$ cat src/rtl/pll_reset_seq.sv
// ============================================================================
// pll_reset_seq : debounces PLL lock, sequences the system reset and counts
//                 lock losses. Revision 1.0
// ============================================================================
`default_nettype none
`timescale 1ns/1ps

module pll_reset_seq #(
  parameter int SYNC_STAGES   = 2,
  parameter int STABLE_CYCLES = 1024,
  parameter int HOLD_CYCLES   = 16
) (
  input  logic       clk,
  input  logic       resetn,
  input  logic       locked,
  input  logic       sw_reset_req,
  output logic       sys_resetn,
  output logic [1:0] state,
  output logic [7:0] lock_loss_cnt
);

  localparam int MAX_CYCLES = (STABLE_CYCLES > HOLD_CYCLES) ? STABLE_CYCLES : HOLD_CYCLES;
  localparam int CNT_W      = (MAX_CYCLES > 1) ? $clog2(MAX_CYCLES) : 1;

  localparam logic [CNT_W-1:0] C_STABLE_LAST = CNT_W'(STABLE_CYCLES - 1);
  localparam logic [CNT_W-1:0] C_HOLD_LAST   = CNT_W'(HOLD_CYCLES - 1);
  localparam logic [CNT_W-1:0] C_CNT_ONE     = CNT_W'(1);

  typedef enum logic [1:0] {
    WAIT_LOCK = 2'd0,
    HOLD      = 2'd1,
    RUN       = 2'd2
  } state_t;

  logic [SYNC_STAGES-1:0] r_sync;
  logic                   w_locked_s;
  logic [CNT_W-1:0]       r_cnt;
  state_t                 r_state;

  always_ff @(posedge clk or negedge resetn) begin
    if (!resetn) begin
      r_sync <= '0;
    end else begin
      r_sync <= {r_sync[SYNC_STAGES-2:0], locked};
    end
  end

  assign w_locked_s = r_sync[SYNC_STAGES-1];
  assign state      = r_state;

  // sys_resetn is loaded in every branch that lands in RUN, so it tracks state
  // on the same edge with no decode glitch on the output.
  always_ff @(posedge clk or negedge resetn) begin
    if (!resetn) begin
      r_state       <= WAIT_LOCK;
      r_cnt         <= '0;
      sys_resetn    <= 1'b0;
      lock_loss_cnt <= 8'd0;
    end else begin
      sys_resetn <= 1'b0;
      case (r_state)
        WAIT_LOCK: begin
          if (!w_locked_s) begin
            r_cnt <= '0;
          end else if (r_cnt == C_STABLE_LAST) begin
            r_state <= HOLD;
            r_cnt   <= '0;
          end else begin
            r_cnt <= r_cnt + C_CNT_ONE;
          end
        end
        HOLD: begin
          if (!w_locked_s) begin
            r_state <= WAIT_LOCK;
            r_cnt   <= '0;
            if (lock_loss_cnt != 8'hFF) lock_loss_cnt <= lock_loss_cnt + 8'd1;
          end else if (sw_reset_req) begin
            r_cnt <= '0;
          end else if (r_cnt == C_HOLD_LAST) begin
            r_state    <= RUN;
            r_cnt      <= '0;
            sys_resetn <= 1'b1;
          end else begin
            r_cnt <= r_cnt + C_CNT_ONE;
          end
        end
        RUN: begin
          if (!w_locked_s) begin
            r_state <= WAIT_LOCK;
            r_cnt   <= '0;
            if (lock_loss_cnt != 8'hFF) lock_loss_cnt <= lock_loss_cnt + 8'd1;
          end else if (sw_reset_req) begin
            r_state <= HOLD;
            r_cnt   <= '0;
          end else begin
            sys_resetn <= 1'b1;
          end
        end
        default: begin
          r_state <= WAIT_LOCK;
          r_cnt   <= '0;
        end
      endcase
    end
  end

endmodule

`default_nettype wire

$ cat config.mk
export PLATFORM = sky130hd
export DESIGN_NAME = pll_reset_seq
export DESIGN_NICKNAME = d
export VERILOG_FILES = /design/src/rtl/pll_reset_seq.sv
export SDC_FILE = /design/constraint.sdc
export NUM_CORES = 1
export LEC_CHECK = 0
export ABC_AREA = 1
export ABC_CLOCK_PERIOD_IN_PS = 1450
export BUFFER_PORTS_ARGS = -buffer_cell sky130_fd_sc_hd__buf_2
export CAP_MARGIN = 0
export CORE_MARGIN = 8
export CORE_UTILIZATION = 45
export DETAILED_ROUTE_END_ITERATION = 10
export PLACE_DENSITY = 0.74
export SETUP_SLACK_MARGIN = 0.3
export SLEW_MARGIN = 5
export SYNTH_ARGS = -nofsm -noshare
export SYNTH_HDL_FRONTEND = slang
export SYNTH_SLANG_ARGS = --single-unit
export TNS_END_PERCENT = 50
$ cat constraint.sdc
create_clock -name clk -period 1.45 [get_ports clk]
set_clock_uncertainty 0.1 [all_clocks]
set_input_delay 0.29 -clock clk [delete_from_list [all_inputs] [get_ports clk]]
set_output_delay 0.29 -clock clk [all_outputs]
set_load 0.01 [all_outputs]
Word-level counts from Yosys, hierarchy flattened
Index checks and enable logic that the tools add are counted.

operators by class
  add/subtract/negate cells = 2
  equality and inequality tests = 10
  muxes and demuxes = 22
  bitwise operators = 1
  reduce and logical (&&, ||, !) cells = 4

operators with widths
  operator                 number
  $mux W10                 7
  $pmux W10 S3             1
  $mux W2                  7
  $add A10 B1 Y10 const B  1
  $eq A10 B10 Y1 const B   1
  $eq A10 B4 Y1 const B    1
  $ne A3 B3 Y1 const B     3
  $add A8 B1 Y8 const B    1
  $ne A8 B8 Y1 const B     1
  $pmux W2 S3              1
  $mux W1                  5
  $reduce_and A5 Y1        1
  $ne A2 B2 Y1 const B     2
  $reduce_and A3 Y1        1
  $eq A2 B1 Y1 const B     1
  $eq A2 B2 Y1 const B     1
  $logic_not A2 Y1         1
  $pmux W1 S2              1
  $reduce_or A2 Y1         1
  $not A1 Y1               1

storage, ports and cells
  bits in registers = 23
  output and inout port bits = 11

Depth between registers and ports, before layout
Gate-level depths: netlist of the first run.

  word-level depth = 5
  gate-level depth with buffers = 9

Worst setup path after synthesis of the first run
No wires, ideal clock.

  path type = register -> register
  from = reg r_state[0] (netlist: state[0])
  to = reg lock_loss_cnt[6]
  library setup time = 0.122 ns
  data arrival time = 1.304 ns
  data required time = 1.228 ns
  slack = -0.076 ns
  stages on the path, launching flop included = 9
  buffers on the path = 0
  path through = dfrtp_1 inv_1 ha_1 inv_1 nor2_1 nand2_2 inv_2 nand2_1 xor2_1

between the ends
  word-level cells in the longest chain between the ends = 3
  elaborated cells on any way between the ends = 4
  classes of those cells = eq/ne: 2; reduce/logical: 2

ends and longest elaborated chain
  what                                          RTL line  RTL
  start: declaration                            38        state_t r_state;
  start signal: assignment                      55        r_state <= WAIT_LOCK;
  start signal: assignment                      66        r_state <= HOLD;
  start signal: assignment                      74        r_state <= WAIT_LOCK;
  $eq A2 B2 Y1 or $eq A2 B1 Y1 (tied branches)  61        case (r_state)
  $reduce_or A2 Y1 (no line) *                  -
  $reduce_and A3 Y1 (no line) *                 -
  end signal: assignment                        76        if (lock_loss_cnt != 8'hFF) lock_loss_cnt <= lock_loss_cnt + 8'd1;
  end signal: assignment                        91        if (lock_loss_cnt != 8'hFF) lock_loss_cnt <= lock_loss_cnt + 8'd1;
  end: declaration                              19        output logic [7:0] lock_loss_cnt

Mark *: on every way between the ends. The rest lies on a longest branch, timed or not.
A chain may end at the register's enable or synchronous reset.

Final worst setup path of the first run
  from = reg r_state[1] (netlist: state[1])
  to = reg r_cnt[2]

between the ends
  word-level cells in the longest chain between the ends = 2
  elaborated cells on any way between the ends = 5
  classes of those cells = eq/ne: 3; mux: 1; reduce/logical: 1

ends and longest elaborated chain
  what                                          RTL line  RTL
  $eq A2 B2 Y1, or another cell as far along    61
  $pmux W10 S3 or $ne A3 B3 Y1 (tied branches)  -
  end signal: assignment                        69        r_cnt <= r_cnt + C_CNT_ONE;
  end signal: assignment                        84        r_cnt <= r_cnt + C_CNT_ONE;
  end: declaration                              37        logic [CNT_W-1:0] r_cnt;

Several ways; a longest one is shown, not always the timed one.

==> impl_metrics.xml, run 1 <==
<?xml version="1.0" encoding="UTF-8"?>
<metrics>
  <group name="status">
    <metric name="status" unit="">finished, violations left</metric>
    <metric name="violations" unit="">setup timing</metric>
  </group>
  <group name="drt">
    <metric name="route.detailed.wl_per_inst" unit="um">13.4</metric>
    <metric name="detail_routed_via_count_per_cell" unit="">4.87</metric>
    <metric name="wirelength_routed" unit="mm">3.85</metric>
    <metric name="route.detailed.drc" unit="">0</metric>
    <metric name="detailroute.via_count" unit="">1399</metric>
    <metric name="antenna_violating_nets_post_route" unit="">0</metric>
    <metric name="drt_pre_antenna_iters" unit="">5</metric>
    <metric name="initialDrtViolationCount" unit="">134</metric>
  </group>
  <group name="synthesis">
    <metric name="synthesis.area" unit="mm2">0.00144</metric>
    <metric name="synth.avg_cell_area" unit="um2">7.55</metric>
    <metric name="synthDistinctLibCells" unit="">23</metric>
    <metric name="ys_ff_latch" unit="">23</metric>
    <metric name="portion_of_the_post_synthesis_area_used_by_sequential_elements" unit="%">39.9</metric>
    <metric name="synth_fp_nets" unit="">201</metric>
    <metric name="syn-instance-count" unit="">191</metric>
    <metric name="ys_warn_count" unit="">0</metric>
  </group>
  <group name="worst_setup_path">
    <metric name="worst_setup_sp_type" unit="">register</metric>
    <metric name="worst_case_register_to_register_setup_slack" unit="ps">-100</metric>
    <metric name="worstPathArrival" unit="ps">1700</metric>
    <metric name="reg2reg_from" unit="">state[1]</metric>
    <metric name="criticalPathCategory" unit="">reg -&gt; reg</metric>
    <metric name="critPathCaptureType" unit="">register</metric>
    <metric name="crit_end" unit="">r_cnt[2]</metric>
    <metric name="rr_worst_depth" unit="">8</metric>
    <metric name="worst_r2r_endpoint" unit="">r_cnt[2]</metric>
    <metric name="worstPathRequired" unit="ps">1610</metric>
    <metric name="worst_setup_path_startpoint" unit="">state[1]</metric>
    <metric name="crit_path_max_fanout" unit="">5</metric>
  </group>
  <group name="timing">
    <metric name="hold_slack" unit="ps">272</metric>
    <metric name="final.period_utilization" unit="%">107</metric>
    <metric name="rsz_0062_raised_after_global_routing" unit="">true</metric>
    <metric name="period_needed" unit="ps">1550</metric>
    <metric name="setup_violations" unit="">17</metric>
    <metric name="tightestPinTransition" unit="ps">542</metric>
    <metric name="fmaxAchievable" unit="MHz">647</metric>
    <metric name="relSlewSlack" unit="%">63.8</metric>
    <metric name="final-max-slew-violation-count" unit="">0</metric>
    <metric name="postLayoutSetupSlackWorst" unit="ps">-96.0</metric>
    <metric name="timing_hold_violations_final" unit="">0</metric>
  </group>
  <group name="die">
    <metric name="core.rowCount" unit="">20</metric>
    <metric name="die_width" unit="um">72.6</metric>
    <metric name="dieArea" unit="mm2">0.00527</metric>
    <metric name="start_util" unit="%">47.3</metric>
    <metric name="die_h" unit="um">72.6</metric>
    <metric name="coreArea" unit="mm2">0.00305</metric>
    <metric name="number_of_top_level_design_ports" unit="">15</metric>
  </group>
  <group name="grt">
    <metric name="grt_overflow" unit="">0</metric>
    <metric name="total_global_route_track_usage" unit="%">14.0</metric>
    <metric name="grt_start_max_net_pins" unit="">24</metric>
    <metric name="grt_antenna_before_repair" unit="">0</metric>
    <metric name="grt_pass1_wl" unit="mm">6.04</metric>
    <metric name="first_global_vias" unit="">1351</metric>
  </group>
  <group name="pwr">
    <metric name="cellPowerDensity" unit="mW/mm2">509</metric>
    <metric name="power" unit="mW">1.07</metric>
    <metric name="cellLeakagePower" unit="nW">1.09</metric>
    <metric name="ir_drop" unit="mV">0.421</metric>
  </group>
  <group name="clock_tree">
    <metric name="cts_tree" unit="">built</metric>
    <metric name="cts-root-buf" unit="">sky130_fd_sc_hd__clkbuf_4</metric>
    <metric name="tritoncts.num_buffers" unit="">3</metric>
    <metric name="maximum_clock_path_buffer_count" unit="">2</metric>
    <metric name="clkTransAtPathRegs" unit="ps">140</metric>
    <metric name="htree_num_levels" unit="">1</metric>
    <metric name="clock_insertion_delay_worst_skew" unit="ps">320</metric>
    <metric name="clock-sinks" unit="">23</metric>
  </group>
  <group name="place">
    <metric name="place_hpwl" unit="mm">2.20</metric>
    <metric name="io_buffer_count" unit="">14</metric>
    <metric name="place_congestion" unit="">0.842</metric>
  </group>
  <group name="min_path">
    <metric name="timing.hold.worst.class" unit="">reg -&gt; reg</metric>
    <metric name="timing.hold.worst_path_depth" unit="">0</metric>
  </group>
  <group name="flow_run">
    <metric name="maxCapViolCount" unit="">0</metric>
  </group>
  <group name="cells_and_area">
    <metric name="ff_latch_area" unit="um2">576</metric>
    <metric name="antenna-diode-count" unit="">0</metric>
    <metric name="drive_gt1_share" unit="%">42.4</metric>
    <metric name="area_delta_synth_final" unit="%">45.1</metric>
    <metric name="nets" unit="">254</metric>
    <metric name="fill_cells" unit="">233</metric>
    <metric name="multi_input_comb_area" unit="um2">955</metric>
  </group>
</metrics>
[layout make-up]
| class | count | share of cell area [%] |
|---|---|---|
| clock buffers | 4 | 1.26 |
| multi-input cells | 141 | 45.6 |
| flip-flops and latches | 23 | 27.5 |
| well taps | 44 | 2.63 |
| inverters | 27 | 5.08 |
| repair buffers | 48 | 17.9 |
[logic make-up after synthesis]
| logic type | share of synthesized area [%] |
|---|---|
| AO/OA/AOI/OAI | 3.64 |
| XOR/XNOR | 5.46 |
| adder cells (fa/ha/maj) | 5.20 |
| buffers and inverters | 8.15 |
| flip-flops | 39.9 |
| AND/OR/NAND/NOR | 37.6 |
[sequential cells by signal (all words and copies together), names as in the netlist]
name and count:
lock_loss_cnt 8, r_cnt 10, r_sync 2, state 2, sys_resetn 1
[where the power goes]
| group | total [mW] | internal (mW) | switching (mW) |
|---|---|---|---|
| registers | 0.665 | 0.651 | 0.0144 |
| logic | 0.0869 | 0.0399 | 0.0469 |
| clock network | 0.313 | 0.108 | 0.205 |
[worst max-delay path, stage by stage, from the launching register on]
cell and delay [ps]:
sky130_fd_sc_hd__dfrtp_1 450, sky130_fd_sc_hd__buf_6 140, sky130_fd_sc_hd__ha_4 150, sky130_fd_sc_hd__nand2_4 70, sky130_fd_sc_hd__nor2_4 50, sky130_fd_sc_hd__buf_6 120
sky130_fd_sc_hd__a21oi_4 220, sky130_fd_sc_hd__nand3_2 100, sky130_fd_sc_hd__nand2_1 70
[cells in the final DEF (no fill, tap or decap), types with 2 or more instances in the layout]
| master | count |
|---|---|
| sky130_fd_sc_hd__dfrtp_1 | 23 |
| sky130_fd_sc_hd__buf_4 | 25 |
| sky130_fd_sc_hd__xor2_1 | 7 |
| sky130_fd_sc_hd__nor2_4 | 10 |
| sky130_fd_sc_hd__nand3_1 | 12 |
| sky130_fd_sc_hd__nor3_1 | 3 |
| sky130_fd_sc_hd__nand4_1 | 6 |
| sky130_fd_sc_hd__ha_2 | 2 |
| sky130_fd_sc_hd__inv_4 | 2 |
| sky130_fd_sc_hd__nor2_1 | 6 |
| sky130_fd_sc_hd__nand2_4 | 5 |
| sky130_fd_sc_hd__nand2_1 | 56 |
| sky130_fd_sc_hd__buf_6 | 10 |
| sky130_fd_sc_hd__nand2_2 | 10 |
| sky130_fd_sc_hd__ha_4 | 3 |
| sky130_fd_sc_hd__buf_2 | 11 |
| sky130_fd_sc_hd__nor2_2 | 3 |
| sky130_fd_sc_hd__inv_1 | 17 |
| sky130_fd_sc_hd__inv_2 | 7 |
| sky130_fd_sc_hd__a21oi_4 | 2 |
| sky130_fd_sc_hd__nand3_2 | 5 |
| sky130_fd_sc_hd__dlygate4sd3_1 | 2 |
| sky130_fd_sc_hd__clkbuf_4 | 3 |
[stage by stage]
| stage | TNS, ps | std cells | area, um2 | utilization [%] | setup slack, ps |
|---|---|---|---|---|---|
| 6_report | -962 | 287 | 2090 | 68.6 | -96.0 |
| 5_1_grt | -2790 | 287 | 2090 | 68.6 | -188 |
| 4_1_cts | -583 | 277 | 1860 | 60.9 | -101 |
| 3_5_place_dp | -406 | 264 | 1690 | 55.3 | -69.5 |
| 3_3_place_gp | -62.4 | 264 | 1690 | 55.3 | -25.2 |
| 2_1_floorplan | -139 | 191 | 1450 | - | -72.5 |
[worst min path at each step]
stage | start | slack (ps) | to
after floorplan | resetn | -110 | lock_loss_cnt[0]
after CTS | sw_reset_req | 210 | r_cnt[8]
final | r_sync[0] | 270 | r_sync[1]
after global routing | r_sync[0] | 290 | r_sync[1]
after detailed placement | resetn | 210 | r_cnt[0]
after global placement | resetn | 200 | r_cnt[0]
[synthesized netlist by cell type]
cell,number,area [um2]
sky130_fd_sc_hd__nand3_1,15,75.1
sky130_fd_sc_hd__inv_2,3,11.3
sky130_fd_sc_hd__nand2_2,6,37.5
sky130_fd_sc_hd__clkinv_1,1,3.75
sky130_fd_sc_hd__a21oi_1,2,10.0
sky130_fd_sc_hd__nand3_2,2,20.0
sky130_fd_sc_hd__nor2_4,4,45.0
sky130_fd_sc_hd__a21oi_2,1,8.76
sky130_fd_sc_hd__ha_1,6,75.1
sky130_fd_sc_hd__nor2_2,3,18.8
sky130_fd_sc_hd__xnor2_1,1,8.76
sky130_fd_sc_hd__nand4_1,6,37.5
sky130_fd_sc_hd__dfrtp_1,23,576
sky130_fd_sc_hd__nor2_1,12,45.0
sky130_fd_sc_hd__buf_6,1,11.3
sky130_fd_sc_hd__o21ai_4,1,16.3
sky130_fd_sc_hd__xor2_1,8,70.1
sky130_fd_sc_hd__o21ai_0,2,10.0
sky130_fd_sc_hd__nor3_1,4,20.0
sky130_fd_sc_hd__inv_1,23,86.3
sky130_fd_sc_hd__buf_2,1,5.00
sky130_fd_sc_hd__nand2_1,65,244
sky130_fd_sc_hd__o21bai_1,1,7.51
[repair_timing]
action | in CTS | in global routing
endpoints found under the hold margin | 24 | 0
pin swaps | 12 | 22
setup buffers | 5 | 10
cloned | 2 | 0
resized for setup | 19 | 40
endpoints found under the setup margin | 32 | 32
hold buffers | 2 | 0
[layer usage]
layer / global-route usage (%) / share of wire (%) / wire length (um)
met1: 18.4 / 43 / 1660
met2: 23.4 / 48 / 1840
met3: 2.47 / 6.1 / 236
met4: 2.89 / 2.9 / 110
met5: 0 / 0 / 0
Power figures use the tool's default switching activity.
==> run 2, diff against run 1 <==
- ABC_CLOCK_PERIOD_IN_PS: 1450 -> 1400
- CTS_CLUSTER_DIAMETER: not set -> 40
- clock period: 1.45 -> 1.4 ns (I/O delays scaled with it)
==> run 2 against run 1 <==
Compared with the run above:
- sequential power grew 3.6%
- sequential share of layout area grew 0.60 points
- first-iteration DRC count shrank 49%
- global-route usage shrank 0.31 points
- final area shrank 2.2%
- register-to-register slack is essentially flat
- die area is the same
- routed wire length shrank 6.7%
- core utilization shrank 1.5 points
- combinational power shrank 9.2%
- the run still ends with setup timing left
- count of clock-buffer cells in the layout shrank 1
==> impl_metrics.xml, run 2 (synthesized netlist as in run 1, its figures left out) <==
<?xml version="1.0" encoding="UTF-8"?>
<metrics>
  <group name="cells_and_area">
    <metric name="biggestRegsByFlops" unit="">r_cnt x10, lock_loss_cnt x8</metric>
    <metric name="nets" unit="">253</metric>
    <metric name="fill_cells" unit="">247</metric>
    <metric name="area_delta_synth_final" unit="%">42.0</metric>
    <metric name="most-common-layout-cells" unit="">60 x sky130_fd_sc_hd__nand2_1, 23 x sky130_fd_sc_hd__dfrtp_1, 23 x sky130_fd_sc_hd__buf_4</metric>
    <metric name="layout.cells.most_common" unit="">sky130_fd_sc_hd__nand2_1</metric>
    <metric name="most_flops_register" unit="">r_cnt</metric>
    <metric name="finished_cell_area" unit="mm2">0.00205</metric>
    <metric name="antenna-diode-count" unit="">0</metric>
    <metric name="drive_gt1_share" unit="%">38.0</metric>
    <metric name="largest_register_ffs" unit="">10</metric>
  </group>
  <group name="worst_setup_path">
    <metric name="criticalPathCategory" unit="">reg -&gt; reg</metric>
    <metric name="crit_path_max_fanout" unit="">5</metric>
    <metric name="rr_worst_depth" unit="">8</metric>
    <metric name="worst_case_register_to_register_setup_slack" unit="ps">-100</metric>
    <metric name="worst_setup_sp_type" unit="">register</metric>
    <metric name="worstPathArrival" unit="ps">1630</metric>
    <metric name="path_cells" unit="">buf_4 -&gt; ha_4 -&gt; nand2_2 -&gt; nor2_4 -&gt; buf_6 -&gt; o21bai_1 -&gt; inv_1 -&gt; a21oi_1</metric>
    <metric name="critPathCaptureType" unit="">register</metric>
    <metric name="critical-path-slowest-cell" unit="">sky130_fd_sc_hd__dfrtp_1</metric>
    <metric name="worstPathRequired" unit="ps">1530</metric>
    <metric name="delay_of_the_slowest_cell_on_the_worst_path" unit="ps">430</metric>
  </group>
  <group name="pwr">
    <metric name="ir_drop" unit="mV">0.635</metric>
    <metric name="power" unit="mW">1.10</metric>
    <metric name="cellPowerDensity" unit="mW/mm2">539</metric>
    <metric name="cellLeakagePower" unit="nW">1.05</metric>
  </group>
  <group name="timing">
    <metric name="hold_slack" unit="ps">224</metric>
    <metric name="tightestPinTransition" unit="ps">526</metric>
    <metric name="postLayoutSetupSlackWorst" unit="ps">-102</metric>
    <metric name="relSlewSlack" unit="%">64.9</metric>
    <metric name="final.period_utilization" unit="%">107</metric>
    <metric name="period_needed" unit="ps">1500</metric>
    <metric name="rsz_0062_raised_after_global_routing" unit="">true</metric>
    <metric name="final-max-slew-violation-count" unit="">0</metric>
    <metric name="fmaxAchievable" unit="MHz">666</metric>
    <metric name="setup_violations" unit="">22</metric>
    <metric name="timing_hold_violations_final" unit="">0</metric>
  </group>
  <group name="drt">
    <metric name="route.detailed.wl_per_inst" unit="um">12.5</metric>
    <metric name="detailroute.via_count" unit="">1388</metric>
    <metric name="route.detailed.drc" unit="">0</metric>
    <metric name="drt_pre_antenna_iters" unit="">4</metric>
    <metric name="antenna_violating_nets_post_route" unit="">0</metric>
    <metric name="detail_routed_via_count_per_cell" unit="">4.85</metric>
    <metric name="initialDrtViolationCount" unit="">69</metric>
    <metric name="wirelength_routed" unit="mm">3.59</metric>
  </group>
  <group name="die">
    <metric name="start_util" unit="%">47.3</metric>
    <metric name="die_width" unit="um">72.6</metric>
    <metric name="number_of_top_level_design_ports" unit="">15</metric>
    <metric name="die_h" unit="um">72.6</metric>
    <metric name="coreArea" unit="mm2">0.00305</metric>
    <metric name="dieArea" unit="mm2">0.00527</metric>
    <metric name="core.rowCount" unit="">20</metric>
  </group>
  <group name="min_path">
    <metric name="timing.hold.worst.class" unit="">in -&gt; reg</metric>
    <metric name="timing.hold.worst_path_depth" unit="">4</metric>
  </group>
  <group name="grt">
    <metric name="grt_overflow" unit="">0</metric>
    <metric name="total_global_route_track_usage" unit="%">13.7</metric>
    <metric name="grt_start_max_net_pins" unit="">24</metric>
    <metric name="grt_pass1_wl" unit="mm">5.89</metric>
    <metric name="first_global_vias" unit="">1355</metric>
    <metric name="grt_antenna_before_repair" unit="">0</metric>
  </group>
  <group name="flow_run">
    <metric name="maxCapViolCount" unit="">0</metric>
  </group>
  <group name="clock_tree">
    <metric name="cts-root-buf" unit="">sky130_fd_sc_hd__clkbuf_4</metric>
    <metric name="tritoncts.num_buffers" unit="">3</metric>
    <metric name="clock_insertion_delay_worst_skew" unit="ps">320</metric>
    <metric name="cts_tree" unit="">built</metric>
    <metric name="clock-sinks" unit="">23</metric>
    <metric name="maximum_clock_path_buffer_count" unit="">2</metric>
    <metric name="htree_num_levels" unit="">1</metric>
    <metric name="clkTransAtPathRegs" unit="ps">140</metric>
  </group>
  <group name="place">
    <metric name="placed_area" unit="mm2">0.00173</metric>
    <metric name="io_buffer_count" unit="">14</metric>
    <metric name="placement.setup.worst_slack" unit="ps">-100</metric>
    <metric name="place_congestion" unit="">0.792</metric>
    <metric name="place_hpwl" unit="mm">2.30</metric>
  </group>
  <group name="status">
    <metric name="violations" unit="">setup timing</metric>
    <metric name="status" unit="">finished, violations left</metric>
  </group>
</metrics>
==> run 2: cell types whose count changed in the layout (fill, tap and decap cells not counted), moves of 2 or more <==
cell / before / now
sky130_fd_sc_hd__nand2_1: 56 / 60
sky130_fd_sc_hd__nor2_1: 6 / 9
sky130_fd_sc_hd__buf_4: 25 / 23
sky130_fd_sc_hd__nand2_2: 10 / 8
sky130_fd_sc_hd__nand2_4: 5 / 3
sky130_fd_sc_hd__nand3_2: 5 / 3
sky130_fd_sc_hd__nor2_4: 10 / 8
==> run 2: routing by layer <==
layer	GRT usage [%]	up-vias	wire length (um)
li1	-	697	-
met1	17.0	647	1560
met2	23.6	40	1770
met3	3.43	4	219
met4	2.22	0	33
met5	0	-	0
==> run 2: critical path: cells and delay by family, from the launching register on <==
kind | cells | cell delay [ps]
AND/OR/NAND/NOR | 2 | 310
flip-flops | 1 | 430
buffers and inverters | 3 | 350
AO/OA/AOI/OAI | 2 | 100
adder cells (fa/ha/maj) | 1 | 120
==> run 2: report_power, final <==
group          switching, mW  internal [mW]  leakage (nW)
sequential            0.0147          0.674         0.314
combinational         0.0427         0.0363         0.724
clock                  0.227          0.109        0.0139
==> run 2: stage by stage <==
stage | cells | setup TNS, ps | utilization (%)
after floorplan | 191 | -303 | -
after global placement | 269 | -881 | 56.6
after detailed placement | 269 | -1350 | 56.6
after CTS | 284 | -1100 | 62.9
after global routing | 286 | -3200 | 67.1
final | 286 | -1320 | 67.1
==> run 2: final timing paths <==
kind | startpoint | to
worst max-delay path | state[1] | r_cnt[8]
worst min-delay path | sw_reset_req | r_cnt[8]
worst max register to register | state[1] | r_cnt[8]
worst min register to register | r_sync[0] | r_sync[1]
max in group asynchronous | resetn | state[0]
min in group asynchronous | resetn | r_cnt[0]
==> run 2: layout make-up <==
class / instances / area [um2] / area share, %
clock buffer: 3 / 22.5 / 1.10
clock inverter: 1 / 7.51 / 0.367
inverter: 27 / 106 / 5.19
multi-input combinational: 141 / 910 / 44.4
sequential: 23 / 576 / 28.1
tap: 44 / 55.1 / 2.69
timing repair buffer: 47 / 372 / 18.1
==> run 2: repair_timing <==
item	4_1_cts	5_1_grt
gates cloned	2	0
hold buffers	2	0
setup buffers	7	2
gates resized for setup	19	27
endpoints found under the setup margin	32	32
hold endpoints to repair	24	0
pin swaps	8	12
